### config.mk
export PLATFORM = sky130hd
export DESIGN_NAME = pc_sequencer_flat
export DESIGN_NICKNAME = d
export VERILOG_FILES = /design/src/rtl/pc_sequencer_if.sv /design/src/rtl/pc_sequencer.sv /design/src/flat_wrapper.sv
export SDC_FILE = /design/constraint.sdc
export NUM_CORES = 1
export LEC_CHECK = 0
export CAP_MARGIN = 10
export CORE_AREA = 2 2 83 85
export CTS_CLUSTER_DIAMETER = 40
export DETAILED_ROUTE_END_ITERATION = 6
export DIE_AREA = 0 0 85 87
export HOLD_SLACK_MARGIN = 0.15
export PLACE_DENSITY = 0.81
export RECOVER_POWER = 100
export SYNTH_ARGS = -nofsm -noshare
export SYNTH_HDL_FRONTEND = slang
export SYNTH_SLANG_ARGS = --single-unit
### constraint.sdc
create_clock -name clk -period 6.6 [get_ports clk]
set_clock_uncertainty 0.1 [all_clocks]
set_input_delay 1.32 -clock clk [delete_from_list [all_inputs] [get_ports clk]]
set_output_delay 1.32 -clock clk [all_outputs]
set_load 0.01 [all_outputs]
### src/rtl/pc_sequencer_if.sv
// Fetch-head bus between the PC sequencer, the hazard/branch logic, the PC
// incrementer and instruction memory.
interface pc_sequencer_if;
  logic        imem_ready;
  logic        hazard_stall;
  logic        branch_taken;
  logic [15:0] branch_target;
  logic        replay_req;
  logic        replay_two;
  logic [15:0] pc_inc_next;
  logic [15:0] pc;
  logic        inc_stall;
  logic        inc_decrement;
  logic        fetch_valid;
  logic        flush;
  logic        timeout_err;

  modport slave (
    input  imem_ready, hazard_stall, branch_taken, branch_target,
           replay_req, replay_two, pc_inc_next,
    output pc, inc_stall, inc_decrement, fetch_valid, flush, timeout_err
  );

  modport master (
    output imem_ready, hazard_stall, branch_taken, branch_target,
           replay_req, replay_two, pc_inc_next,
    input  pc, inc_stall, inc_decrement, fetch_valid, flush, timeout_err
  );
endinterface

### src/rtl/pc_sequencer.sv
// Program-counter owner for the fetch stage: arbitrates branch, replay, stall
// and increment, parks redirects that arrive during imem wait, and runs a wait watchdog.
module pc_sequencer #(
  parameter logic [15:0] RESET_VEC = 16'h0000,
  parameter int unsigned TIMEOUT   = 64
) (
  input  logic           clk,
  input  logic           rst_n,
  pc_sequencer_if.slave  bus
);

  typedef enum logic [1:0] {BOOT, RUN, WAIT} state_t;

  localparam logic [7:0] TIMEOUT_CNT = 8'(TIMEOUT);

  state_t      state, state_next;
  logic [15:0] pc_q, pc_next;
  logic        pend_valid, pend_valid_next;
  logic [15:0] pend_addr, pend_addr_next;
  logic [7:0]  wait_cnt, wait_cnt_next;
  logic        flush_q, flush_next;
  logic        err_q, err_next;
  logic        inc_stall, inc_decrement;
  logic [15:0] branch_addr, rewind_addr;

  assign branch_addr = {bus.branch_target[15:1], 1'b0};
  // Private subtractor: the shared incrementer is held stalled while waiting.
  assign rewind_addr = pc_q - (bus.replay_two ? 16'd4 : 16'd2);

  // NOTE: every signal gets a default before the case so no path can infer a latch.
  always_comb begin
    state_next      = state;
    pc_next         = pc_q;
    pend_valid_next = pend_valid;
    pend_addr_next  = pend_addr;
    wait_cnt_next   = wait_cnt;
    flush_next      = 1'b0;
    err_next        = err_q;
    inc_stall       = 1'b0;
    inc_decrement   = 1'b0;

    case (state)
      BOOT: state_next = RUN;

      RUN: begin
        if (bus.imem_ready) begin
          if (bus.branch_taken) begin
            pc_next    = branch_addr;
            flush_next = 1'b1;
          end else if (bus.replay_req) begin
            inc_decrement = 1'b1;
            inc_stall     = bus.replay_two;
            pc_next       = bus.pc_inc_next;
            flush_next    = 1'b1;
          end else if (bus.hazard_stall) begin
            inc_stall = 1'b1;
          end else begin
            pc_next = bus.pc_inc_next;
          end
        end else begin
          inc_stall     = bus.hazard_stall;
          state_next    = WAIT;
          wait_cnt_next = 8'd1;
          if (bus.branch_taken) begin
            pend_valid_next = 1'b1;
            pend_addr_next  = branch_addr;
          end else if (bus.replay_req) begin
            pend_valid_next = 1'b1;
            pend_addr_next  = rewind_addr;
          end
        end
      end

      WAIT: begin
        inc_stall = 1'b1;
        if (bus.branch_taken) begin
          pend_valid_next = 1'b1;
          pend_addr_next  = branch_addr;
        end else if (bus.replay_req) begin
          pend_valid_next = 1'b1;
          pend_addr_next  = rewind_addr;
        end
        if (bus.imem_ready) begin
          state_next    = RUN;
          wait_cnt_next = 8'd0;
          // A request landing on the release cycle is applied immediately.
          if (pend_valid_next) begin
            pc_next         = pend_addr_next;
            flush_next      = 1'b1;
            pend_valid_next = 1'b0;
          end
        end else begin
          wait_cnt_next = (wait_cnt == 8'hFF) ? wait_cnt : wait_cnt + 8'd1;
        end
      end

      default: state_next = BOOT;
    endcase

    if (state_next == WAIT && wait_cnt_next == TIMEOUT_CNT) err_next = 1'b1;
  end

  // NOTE: state registers use non-blocking assignments so every flop samples pre-edge values.
  always_ff @(posedge clk or negedge rst_n) begin
    if (!rst_n) begin
      state      <= BOOT;
      pc_q       <= RESET_VEC;
      pend_valid <= 1'b0;
      pend_addr  <= 16'h0000;
      wait_cnt   <= 8'd0;
      flush_q    <= 1'b0;
      err_q      <= 1'b0;
    end else begin
      state      <= state_next;
      pc_q       <= pc_next;
      pend_valid <= pend_valid_next;
      pend_addr  <= pend_addr_next;
      wait_cnt   <= wait_cnt_next;
      flush_q    <= flush_next;
      err_q      <= err_next;
    end
  end

  assign bus.pc            = pc_q;
  assign bus.inc_stall     = inc_stall;
  assign bus.inc_decrement = inc_decrement;
  assign bus.fetch_valid   = (state == RUN) && bus.imem_ready && !bus.hazard_stall;
  assign bus.flush         = flush_q;
  assign bus.timeout_err   = err_q;

endmodule

### src/flat_wrapper.sv
// flat-port wrapper written by rule: the top's interface ports become plain ports
module pc_sequencer_flat 
#(
  parameter logic [15:0] RESET_VEC = 16'h0000,
  parameter int unsigned TIMEOUT   = 64
)
  (clk, rst_n, bus_imem_ready, bus_hazard_stall, bus_branch_taken, bus_branch_target, bus_replay_req, bus_replay_two, bus_pc_inc_next, bus_pc, bus_inc_stall, bus_inc_decrement, bus_fetch_valid, bus_flush, bus_timeout_err);
  pc_sequencer_if bus_i ();
  input  logic clk;
  input  logic rst_n;
  input wire logic [$bits(bus_i.imem_ready)-1:0] bus_imem_ready;
  input wire logic [$bits(bus_i.hazard_stall)-1:0] bus_hazard_stall;
  input wire logic [$bits(bus_i.branch_taken)-1:0] bus_branch_taken;
  input wire logic [$bits(bus_i.branch_target)-1:0] bus_branch_target;
  input wire logic [$bits(bus_i.replay_req)-1:0] bus_replay_req;
  input wire logic [$bits(bus_i.replay_two)-1:0] bus_replay_two;
  input wire logic [$bits(bus_i.pc_inc_next)-1:0] bus_pc_inc_next;
  output wire logic [$bits(bus_i.pc)-1:0] bus_pc;
  output wire logic [$bits(bus_i.inc_stall)-1:0] bus_inc_stall;
  output wire logic [$bits(bus_i.inc_decrement)-1:0] bus_inc_decrement;
  output wire logic [$bits(bus_i.fetch_valid)-1:0] bus_fetch_valid;
  output wire logic [$bits(bus_i.flush)-1:0] bus_flush;
  output wire logic [$bits(bus_i.timeout_err)-1:0] bus_timeout_err;
  assign bus_i.imem_ready = bus_imem_ready;
  assign bus_i.hazard_stall = bus_hazard_stall;
  assign bus_i.branch_taken = bus_branch_taken;
  assign bus_i.branch_target = bus_branch_target;
  assign bus_i.replay_req = bus_replay_req;
  assign bus_i.replay_two = bus_replay_two;
  assign bus_i.pc_inc_next = bus_pc_inc_next;
  assign bus_pc = bus_i.pc;
  assign bus_inc_stall = bus_i.inc_stall;
  assign bus_inc_decrement = bus_i.inc_decrement;
  assign bus_fetch_valid = bus_i.fetch_valid;
  assign bus_flush = bus_i.flush;
  assign bus_timeout_err = bus_i.timeout_err;
  pc_sequencer #(.RESET_VEC(RESET_VEC), .TIMEOUT(TIMEOUT)) u_core (.clk(clk), .rst_n(rst_n), .bus(bus_i));
endmodule
==> impl_metrics.ini <==
[timing]
final.hold.worst_slack_ps = 383.5
setup_repair_after_global_routing_missed_its_margin = no
maxClockFrequency_mhz = 199.7
finalWorstPathRequiredPeriod_ps = 5007
timing.final.crit_share_pct = 75.86
timing.setup.tns_ps = 0
post-route-worst-setup-slack_ps = 1593
setup_viol = 0
hold_violations = 0
max_slew.worst_pin.slew_ps = 2405
final-max-slew-violation-count = 46
slew-limit-headroom_pct = -60.34

[finish]
antenna-diode-count = 0
drive_gt1_share_pct = 5.051
num-nets-final = 442
final_core_utilization_pct = 55.77
synthToLayoutAreaGrowth_pct = 25.13
finalInstanceArea_mm2 = 0.003664

[yosys]
synth_largest_area_cell = dfrtp_1
ys_seq_elements = 45
yosys_warnings = 0
netlist_top_cells_count = 45 x dfrtp_1, 36 x a21oi_1, 36 x nor2_1, 33 x o21ai_0, 30 x nand2_1
ys_types = 56
post_synth_design_cell_area_mm2 = 0.002928
synthArstFlopShare_pct = 100.0
synth_cells = 349
syn-mean-instance-area_um2 = 8.389
most_area_consuming_cells_after_synthesis = dfrtp_1 38%, a21oi_1 6.2%, o21ai_0 5.6%
synth_enable_flop_cells = 0
synth_top_flop_cell = dfrtp_1
seq_area_frac_synth_pct = 38.46
synth_fp_nets = 396
post-synth-top-count-cell = dfrtp_1
synth_top_area_share_pct = 38.46

[place]
dp_worst_setup_slack_ps = 1724
finalWeightedCongestion = 0.8638
port-buffer-count = 58
place_hpwl_um = 5238
postPlaceCellArea_mm2 = 0.003537

[critical_path]
crit_slowest_cell = dlygate4sd3_1
start_kind = primary input
path_max_fanout = 31
worst-path-buf-inv = 3
critPathCaptureType = output port
critical_path.top_delay_family = buffers and inverters
crit_chain = dlygate4sd3_1 -> buf_4 -> nor2b_1 -> nor2b_1 -> a21oi_1 -> a21oi_1 -> dlygate4sd3_1
critical-path-max-stage-delay_ps = 610
crit_required_ps = 5180
timing.setup.critical_path_class = primary input to output port
arrival_ps = 3590

[floorplanning]
floorplan.initialDensity_pct = 44.57
dieArea_mm2 = 0.007395
die-width_um = 85
number_of_placement_rows = 30
floorplan.core_area_mm2 = 0.006569
boundaryPins = 60
die_height_um = 87

[clock_network]
clock_tree.buffer_depth = 2
post_cts_hold_buffer_count = 0
ctsResizeCount = 0
cts.root.buffer_cell = clkbuf_8
worst_setup_hold_path_clk_slew_ps = 80
cts_tree = done
clkSinkCount = 45
tritoncts.num_buffers = 5
clk-insertion-delay-late_ps = 310
ctsHtreeMaxLevel = 2
postCtsSetupRepairBufs = 0

[global_route]
grt_util_met3_pct = 3.033
top_usage_layer = met2
maximum_number_of_pins_on_one_net_before_global_route_repair = 53
groute.layer.met2.usage_pct = 34.94
grt_use_met1_pct = 29.11
grt_overflow = 0
first_pass_grt_wire_length_um = 12640
grt_overall_usage_pct = 20.99
antenna_found_initial = 0
grt_pass1_vias = 2648

[route]
routed_via_density = 5.914
firstDrtPassIters = 4
post_drt_wl_per_cell_um = 15.71
remaining_drc_errors = 0
antenna_left = 0
finalWirelength_um = 7480
routed-via-count = 2815
drtIter0Drc = 185

[status]
run_status = complete, but fails checks
failing_checks = capacitance limit, slew limit

[pwr]
max-vdd-ir-drop_mv = 0.2123
cellLeakagePower_uw = 0.001516
power.density_cell_area_mw_per_mm2 = 402.2

[worst_hold_path]
hp-class = flop to flop

[flow_run]
number_of_violations_of_the_max_capacitance_limit = 1
metrics by stage:
step / total power (uW) / instances
3_5_place_dp: 1248 / 468
3_3_place_gp: 1219 / 468
4_1_cts: 1507 / 476
2_1_floorplan: 975.3 / 349
5_1_grt: 1594 / 476
6_report: 1474 / 476
path summary, 6_finish.rpt:
| check | cells after the start | slack (ps) | start | to |
|---|---|---|---|---|
| worst min-delay path | 2 | 380 | u_core.pend_addr[0] | u_core.pend_addr[0] |
| worst min register to register | 2 | 380 | u_core.pend_addr[0] | u_core.pend_addr[0] |
| worst max-delay path | 7 | 1590 | bus_replay_req | bus_inc_stall |
| worst max register to register | 10 | 3470 | u_core.state[0] | u_core.bus.pc[11] |
| min in group asynchronous | 1 | 1640 | rst_n | u_core.pend_addr[14] |
| max in group asynchronous | 1 | 3390 | rst_n | u_core.bus.pc[7] |
registers in the layout, indices dropped and copies added, names as in the netlist:
name                    cells
u_core.bus.pc              16
u_core.pend_addr           16
u_core.wait_cnt             8
u_core.state                2
u_core.bus.flush            1
u_core.bus.timeout_err      1
u_core.pend_valid           1
power breakdown:
part / switching [uW] / total [uW] / internal (uW)
combinational: 408 / 709 / 301
clock: 101 / 253 / 152
sequential: 124 / 511 / 388
logic make-up (layout without fill, tap and decap cells):
family                   count (synthesis)  after routing  share of synthesized area [%]
AND/OR/NAND/NOR                        115            115                          19.49
flip-flops                              45             45                          38.46
multiplexers                            15             15                          5.213
buffers and inverters                   35             82                          4.658
XOR/XNOR                                 9              9                          2.692
AO/OA/AOI/OAI                          122            122                          25.81
adder cells (fa/ha/maj)                  8              8                          3.675
cell usage in the layout, fill, tap and decap left out, types with 5 or more instances in the layout:
master	synthesis	layout
a31oi_1	11	11
nand2_1	30	30
ha_1	7	7
nand3_1	10	10
dfrtp_1	45	45
clkdlybuf4s50_1	0	32
a21oi_1	36	36
o21ai_0	33	33
clkbuf_8	0	5
inv_1	13	13
nor2b_1	5	5
dlygate4sd3_1	0	24
nor2_1	36	36
mux2i_1	13	13
o31ai_1	6	6
nor3_1	7	7
xor2_1	5	5
a211oi_1	7	7
area by class of cell:
cell class | instances | area [um^2]
inverters | 13 | 48.80
clock buffers | 5 | 68.82
multi-input cells | 269 | 1663
repair buffers | 61 | 588.1
flip-flops and latches | 45 | 1126
clock inverters | 3 | 68.82
fillers | 590 | 2905
well taps | 80 | 100.1
routing by layer:
layer	wire, um	vias to the layer above	part of all wire (%)
met1	3395	1348	45
met3	388	7	5.2
met2	3634	92	49
met5	0	-	0
li1	-	1368	-
met4	61	0	0.82
worst reg2reg max path: stages, from the launching register on:
cell and delay (ps):
dfrtp_1 430, inv_1 100, ha_1 140, buf_4 360, inv_1 290, a2bb2oi_1 220
o221ai_1 170, clkbuf_1 770, nor3_1 140, a21oi_1 150, o31ai_1 100
Note: power is estimated with default switching activity, not from simulation.
